### config.mk
export PLATFORM = sky130hd
export DESIGN_NAME = sockit_spi_axi_mst
export DESIGN_NICKNAME = d
export VERILOG_FILES = /design/src/rtl/sockit_spi_axi_mst.sv
export SDC_FILE = /design/constraint.sdc
export NUM_CORES = 1
export LEC_CHECK = 0
export ABC_AREA = 0
export BUFFER_PORTS_ARGS = -buffer_cell sky130_fd_sc_hd__buf_2
export CAP_MARGIN = 20
export CORE_AREA = 10 10 127 129
export DETAILED_ROUTE_END_ITERATION = 10
export DIE_AREA = 0 0 137 139
export PLACE_DENSITY = 0.75
export SLEW_MARGIN = 40
export SYNTH_ARGS = -nofsm -noshare
export SYNTH_HDL_FRONTEND = slang
export SYNTH_SLANG_ARGS = --single-unit
### constraint.sdc
create_clock -name clk -period 4.2 [get_ports clk]
set_input_delay 0.63 -clock clk [delete_from_list [all_inputs] [get_ports clk]]
set_output_delay 0.63 -clock clk [all_outputs]
set_load 0.01 [all_outputs]
### src/rtl/sockit_spi_axi_mst.sv
`default_nettype none
// ============================================================================
// Module   : sockit_spi_axi_mst
// Purpose  : AXI4-Lite master. Converts a valid/ready command stream into
//            single AXI4-Lite read or write transactions, one at a time, and
//            returns each result on a valid/ready response stream.
// Revision : 1.0 - initial release
// ----------------------------------------------------------------------------
// Parameters
//   AW   address width
//   DW   data width (32 or 64), strobe width DW/8
//   TMO  watchdog limit in clk cycles (only with SOCKIT_SPI_AXI_MST_TMO_EN)
// Ports
//   clk, rst                 clock (rising edge), asynchronous active-high reset
//   cmd_vld/cmd_rdy          command handshake, cmd_rdy high only in IDLE
//   cmd_wen/adr/wdt/ben      command: 1=write/0=read, address, data, byte enables
//   rsp_vld/rsp_rdy          response handshake
//   rsp_rdt/rsp_err          read data (0 for writes), BRESP/RRESP (2'b11 also
//                            reports a watchdog expiry)
//   axi_aw*/w*/b*/ar*/r*     AXI4-Lite master channels
// Configuration
//   SOCKIT_SPI_AXI_MST_TMO_EN  defined: build the bring-up watchdog that aborts a
//                              stalled transaction after TMO busy cycles.
//                              undefined: no counter, the FSM waits indefinitely.
// ============================================================================
module sockit_spi_axi_mst #(
  parameter int AW  = 32,
  parameter int DW  = 32,
  parameter int TMO = 256
) (
  input  logic            clk,
  input  logic            rst,
  // command stream
  input  logic            cmd_vld,
  output logic            cmd_rdy,
  input  logic            cmd_wen,
  input  logic [AW-1:0]   cmd_adr,
  input  logic [DW-1:0]   cmd_wdt,
  input  logic [DW/8-1:0] cmd_ben,
  // response stream
  output logic            rsp_vld,
  input  logic            rsp_rdy,
  output logic [DW-1:0]   rsp_rdt,
  output logic [1:0]      rsp_err,
  // AXI4-Lite write address
  output logic            axi_awvalid,
  input  logic            axi_awready,
  output logic [AW-1:0]   axi_awaddr,
  // AXI4-Lite write data
  output logic            axi_wvalid,
  input  logic            axi_wready,
  output logic [DW-1:0]   axi_wdata,
  output logic [DW/8-1:0] axi_wstrb,
  // AXI4-Lite write response
  input  logic            axi_bvalid,
  output logic            axi_bready,
  input  logic [1:0]      axi_bresp,
  // AXI4-Lite read address
  output logic            axi_arvalid,
  input  logic            axi_arready,
  output logic [AW-1:0]   axi_araddr,
  // AXI4-Lite read data
  input  logic            axi_rvalid,
  output logic            axi_rready,
  input  logic [DW-1:0]   axi_rdata,
  input  logic [1:0]      axi_rresp
);

  typedef enum logic [2:0] {
    IDLE = 3'd0,
    WADR = 3'd1,
    WRSP = 3'd2,
    RADR = 3'd3,
    RDAT = 3'd4,
    RSP  = 3'd5
  } state_t;

  state_t          state_q;

  // every output is a register; nothing reaches an output combinationally
  logic            cmd_rdy_q;
  logic            rsp_vld_q;
  logic [DW-1:0]   rsp_rdt_q;
  logic [1:0]      rsp_err_q;
  logic            awvalid_q;
  logic [AW-1:0]   awaddr_q;
  logic            wvalid_q;
  logic [DW-1:0]   wdata_q;
  logic [DW/8-1:0] wstrb_q;
  logic            bready_q;
  logic            arvalid_q;
  logic [AW-1:0]   araddr_q;
  logic            rready_q;

  // AW and W complete independently; a channel counts as done either when it
  // was already accepted earlier or when it is accepted in this cycle.
  logic            aw_ok;
  logic            w_ok;
  logic            leave;    // current AXI phase completes at this edge
  logic            busy;     // a bus phase is outstanding
  logic            tmo_hit;  // watchdog reaches its limit at this edge
  logic            expire;   // abort the transaction at this edge

  assign aw_ok = !awvalid_q || axi_awready;
  assign w_ok  = !wvalid_q  || axi_wready;

  assign busy  = (state_q == WADR) || (state_q == WRSP) ||
                 (state_q == RADR) || (state_q == RDAT);

  always_comb begin
    leave = 1'b0;
    case (state_q)
      WADR:    leave = aw_ok && w_ok;
      WRSP:    leave = axi_bvalid;
      RADR:    leave = axi_arready;
      RDAT:    leave = axi_rvalid;
      default: leave = 1'b0;
    endcase
  end

  // A genuine completion in the same cycle as the watchdog limit wins, so a
  // finished transaction is never reported as a timeout.
  assign expire = busy && tmo_hit && !leave;

`ifdef SOCKIT_SPI_AXI_MST_TMO_EN
  localparam int CW = $clog2(TMO + 1);

  logic [CW-1:0] tmo_q;

  // tmo_q holds the number of busy cycles already elapsed, so the limit is
  // hit during the TMO-th busy cycle.
  assign tmo_hit = (tmo_q == CW'(TMO - 1));

  always_ff @(posedge clk or posedge rst) begin
    if (rst) begin
      tmo_q <= '0;
    end else if ((state_q == IDLE) && cmd_vld) begin
      tmo_q <= '0;
    end else if (busy && !tmo_hit) begin
      tmo_q <= tmo_q + 1'b1;
    end
  end
`else
  logic unused_tmo;

  assign tmo_hit    = 1'b0;
  assign unused_tmo = (TMO != 0);
`endif

  always_ff @(posedge clk or posedge rst) begin
    if (rst) begin
      state_q   <= IDLE;
      cmd_rdy_q <= 1'b1;
      rsp_vld_q <= 1'b0;
      rsp_rdt_q <= '0;
      rsp_err_q <= 2'b00;
      awvalid_q <= 1'b0;
      awaddr_q  <= '0;
      wvalid_q  <= 1'b0;
      wdata_q   <= '0;
      wstrb_q   <= '0;
      bready_q  <= 1'b0;
      arvalid_q <= 1'b0;
      araddr_q  <= '0;
      rready_q  <= 1'b0;
    end else begin
      case (state_q)
        IDLE: begin
          if (cmd_vld) begin
            cmd_rdy_q <= 1'b0;
            if (cmd_wen) begin
              awaddr_q  <= cmd_adr;
              wdata_q   <= cmd_wdt;
              wstrb_q   <= cmd_ben;
              awvalid_q <= 1'b1;
              wvalid_q  <= 1'b1;
              state_q   <= WADR;
            end else begin
              araddr_q  <= cmd_adr;
              arvalid_q <= 1'b1;
              state_q   <= RADR;
            end
          end
        end

        WADR: begin
          // each valid falls only on its own handshake; clearing an already
          // low valid is harmless
          if (axi_awready) begin
            awvalid_q <= 1'b0;
          end
          if (axi_wready) begin
            wvalid_q <= 1'b0;
          end
          if (aw_ok && w_ok) begin
            bready_q <= 1'b1;
            state_q  <= WRSP;
          end
        end

        WRSP: begin
          if (axi_bvalid) begin
            bready_q  <= 1'b0;
            rsp_rdt_q <= '0;
            rsp_err_q <= axi_bresp;
            rsp_vld_q <= 1'b1;
            state_q   <= RSP;
          end
        end

        RADR: begin
          if (axi_arready) begin
            arvalid_q <= 1'b0;
            rready_q  <= 1'b1;
            state_q   <= RDAT;
          end
        end

        RDAT: begin
          if (axi_rvalid) begin
            rready_q  <= 1'b0;
            rsp_rdt_q <= axi_rdata;
            rsp_err_q <= axi_rresp;
            rsp_vld_q <= 1'b1;
            state_q   <= RSP;
          end
        end

        RSP: begin
          // cmd_rdy rises only after this edge, so the next command cannot be
          // taken in the response handshake cycle
          if (rsp_rdy) begin
            rsp_vld_q <= 1'b0;
            cmd_rdy_q <= 1'b1;
            state_q   <= IDLE;
          end
        end

        default: begin
          state_q   <= IDLE;
          cmd_rdy_q <= 1'b1;
        end
      endcase

      // Watchdog abort: drops every AXI valid/ready mid-transaction. This is
      // deliberately protocol-breaking and only meant for bring-up; any late
      // B/R beat is ignored because the ready is already low.
      if (expire) begin
        awvalid_q <= 1'b0;
        wvalid_q  <= 1'b0;
        bready_q  <= 1'b0;
        arvalid_q <= 1'b0;
        rready_q  <= 1'b0;
        rsp_rdt_q <= '0;
        rsp_err_q <= 2'b11;
        rsp_vld_q <= 1'b1;
        state_q   <= RSP;
      end
    end
  end

  assign cmd_rdy     = cmd_rdy_q;
  assign rsp_vld     = rsp_vld_q;
  assign rsp_rdt     = rsp_rdt_q;
  assign rsp_err     = rsp_err_q;
  assign axi_awvalid = awvalid_q;
  assign axi_awaddr  = awaddr_q;
  assign axi_wvalid  = wvalid_q;
  assign axi_wdata   = wdata_q;
  assign axi_wstrb   = wstrb_q;
  assign axi_bready  = bready_q;
  assign axi_arvalid = arvalid_q;
  assign axi_araddr  = araddr_q;
  assign axi_rready  = rready_q;

endmodule
`default_nettype wire
==> results.json <==
{
  "relSlewSlack_pct": 52.0,
  "timing.final.hold_violations": 0,
  "syn_avg_cell_area_sq_um": 16.2,
  "clk_root_buffer_cell": "clkbuf_16",
  "cts_tree": "done",
  "cts_made_buffers": 17,
  "synth.distinct_cells": 38,
  "min_period_over_period_pct": 50.5,
  "synth_mux_area_share_pct": 22.8,
  "cts_hold_buffers": 0,
  "finalNetCount": 724,
  "ys.flop_type": "dfrtp_1",
  "worst_setup_slack_final_ns": 2.08,
  "final-max-slew-violation-count": 0,
  "dp_worst_setup_slack_ns": 2.09,
  "worst_ir_drop_vdd_v": 0.000355,
  "area_growth_syn_to_layout_pct": 34.0,
  "synthesized_instance_count": 353,
  "ys_async_sr_fraction_pct": 100,
  "number_of_design_rule_violations_left_after_detail_routing": 0,
  "critPathKind": "flop to flop",
  "grt_start_max_net_pins": 71,
  "gr-usage-all-layers_pct": 15.9,
  "htree_levels": 4,
  "synth_top_family_by_area": "multiplexers",
  "final_wtd_congestion": 0.831,
  "floorplan.initialDensity_pct": 41.8,
  "fp.dieArea_sq_um": 19000,
  "report.final.setup_viol": 0,
  "ys_seq_elements": 144,
  "cts_post_setup_buffers_inserted": 0,
  "hold_class": "primary input to async pin",
  "number_of_warnings_reported_in_the_yosys_synthesis_log": 0,
  "antenna_found_initial": 1,
  "postRouteAntennaNets": 0,
  "wl_per_cell_microns": 18.9,
  "detail_route.iter0.violations": 137,
  "share_of_final_layout_standard_cells_stronger_than_drive_strength_1_pct": 64.4,
  "critical_path_required_ns": 4.49,
  "hpwl_mm": 11.5,
  "post_synth_and_or_nand_nor_area_fraction_pct": 3.02,
  "fill_cell_total_of_the_finished_layout": 1148,
  "clkLatencyLatePin_ns": 0.41,
  "coreArea_sq_um": 13700,
  "overflow": 0,
  "timing.hold.ws_ns": 0.260,
  "synthXorXnorAreaFrac_pct": 0,
  "adder_and_majority_cell_fraction_of_the_synthesized_area_pct": 0,
  "worst_path_arrival_time_ns": 2.41,
  "synth-seq-area-share_pct": 63.1,
  "wire_length_of_the_first_global_routing_pass_mm": 23.9,
  "first_global_vias": 4466,
  "max-clock-path-buffers": 2,
  "fp.dieH_microns": 139,
  "startpoint_type_of_the_worst_setup_path": "flop",
  "post-layout-total-power_uw": 6080,
  "die_width_microns": 137,
  "clock-skew-final_ns": 0.00862,
  "power-per-cell-area_nw_per_um2": 794,
  "fp-row-count": 43,
  "route.vias.total": 3951,
  "vias_per_cell": 4.91,
  "cts.sink_count": 144,
  "final.min_clock_period_ns": 2.12,
  "drt-total-wl_mm": 15.2,
  "clk_pin_slew_worst_paths_ns": 0.06,
  "drt_pre_antenna_iters": 5,
  "synth_area_sq_um": 5710,
  "post_cts.resized_instances": 0,
  "setup_tns_final_ns": 0,
  "max_freq_mhz": 471,
  "grt_setup_unrepaired": "false",
  "port-buffer-count": 254,
  "crit_fanout": 70,
  "compound_cell_area_share_of_the_yosys_netlist_pct": 7.54,
  "synth_edf_count": 0,
  "outcome": "finished clean",
  "mappedNetlistNets": 467,
  "power_leakage_uw": 0.00389,
  "timing.max_cap.violations": 0,
  "tightest_slew_ns": 0.721,
  "cp-end-kind": "flop",
  "num_io_pins": 255
}
==> flip-flops by register name (all words and copies together) (netlist names) <==
signal and count:
cmd_rdy 1, rsp_rdt 32, state_q 3, axi_wstrb 4, axi_arvalid 1, axi_awaddr 32
rsp_vld 1, rsp_err 2, axi_araddr 32, axi_wvalid 1, axi_bready 1, axi_wdata 32
axi_awvalid 1, axi_rready 1
==> cells in the mapped netlist (2+ instances only) <==
master	n	share of area [%]
a22o_1	32	4.9
o21ai_0	4	0.35
buf_2	9	0.79
buf_6	11	2.2
nor3b_1	3	0.39
mux2_2	73	14
mux2_4	29	7.6
nand2_1	4	0.26
nand3b_1	3	0.39
dfrtp_1	143	63
nand2b_1	3	0.33
a32oi_1	2	0.31
mux2_1	2	0.39
a21oi_1	5	0.44
mux2i_1	2	0.35
inv_1	6	0.39
==> layout by cell type, fill, tap and decap left out, types with 2 or more instances in the layout <==
master	count
clkbuf_8	3
inv_1	5
nand3b_1	3
a32oi_1	2
mux2_2	73
nand2_1	4
dfrtp_1	143
mux2_4	29
a21oi_1	5
clkbuf_1	2
a22o_1	32
mux2i_1	2
buf_4	3
buf_2	254
clkbuf_16	17
clkinvlp_4	6
clkinv_2	5
o21ai_0	4
mux2_1	2
nand2b_1	3
nor3b_1	3
==> power by group <==
| group | internal, uW | switching (uW) |
|---|---|---|
| logic | 1190 | 1060 |
| registers | 2060 | 407 |
| clock network | 795 | 555 |
| total | 4060 | 2020 |
==> path summary, 6_finish.rpt <==
path	start	end	slack [ns]	cells past startpoint
worst max-delay path	state_q[1]$_DFFE_PP0P_	axi_awaddr[27]$_DFFE_PP0P_	2.08	4
worst min-delay path	rst	rsp_rdt[28]$_DFFE_PP0P_	0.26	2
worst max register to register	state_q[1]$_DFFE_PP0P_	axi_awaddr[27]$_DFFE_PP0P_	2.08	4
worst min register to register	axi_awaddr[2]$_DFFE_PP0P_	axi_awaddr[2]$_DFFE_PP0P_	0.50	1
max in group asynchronous	rst	axi_araddr[16]$_DFFE_PP0P_	2.87	4
min in group clk	cmd_ben[1]	axi_wstrb[1]$_DFFE_PP0P_	0.43	2
==> kinds of logic (layout without fill, tap and decap cells) <==
| logic type | Yosys count | count (layout) |
|---|---|---|
| flops | 144 | 144 |
| mux | 106 | 106 |
| compound gates | 53 | 53 |
| buf+inv | 28 | 298 |
| simple gates | 22 | 22 |
| other cells | 0 | 1 |
==> routing by layer <==
metal / GRT usage [%] / vias to the layer above / wire [microns]
met5: 0 / - / 0
met4: 4.66 / 0 / 204
met3: 6.88 / 15 / 1400
met2: 27.7 / 146 / 7930
met1: 16.8 / 1990 / 5650
li1: - / 1800 / -
==> critical path, stage by stage, from the launching register on <==
cell     delay (ns)
dfrtp_1        0.80
nor2_4         0.06
nand4_1        0.13
buf_6          0.51
mux2_2         0.41
==> layout make-up <==
cell class / instances / area [sq um] / share of cell area (%)
Inverter: 6 / 26.3 / 0.343
Multi-Input combinational cell: 181 / 1900 / 24.9
Clock buffer: 22 / 474 / 6.20
Tap cell: 180 / 225 / 2.94
Clock inverter: 10 / 62.6 / 0.818
Antenna cell: 1 / 2.50 / 0.0327
Sequential cell: 144 / 3600 / 47.1
Timing Repair Buffer: 260 / 1350 / 17.7
==> per-stage QoR <==
stage	area, sq um	std cells	util (%)
floorplan	5710	353	-
global placement	7070	769	51.8
detailed placement	7110	771	52.1
CTS	7650	803	56.0
global route	7650	804	56.0
finish	7650	804	56.0
(Power assumes the default switching activity.)
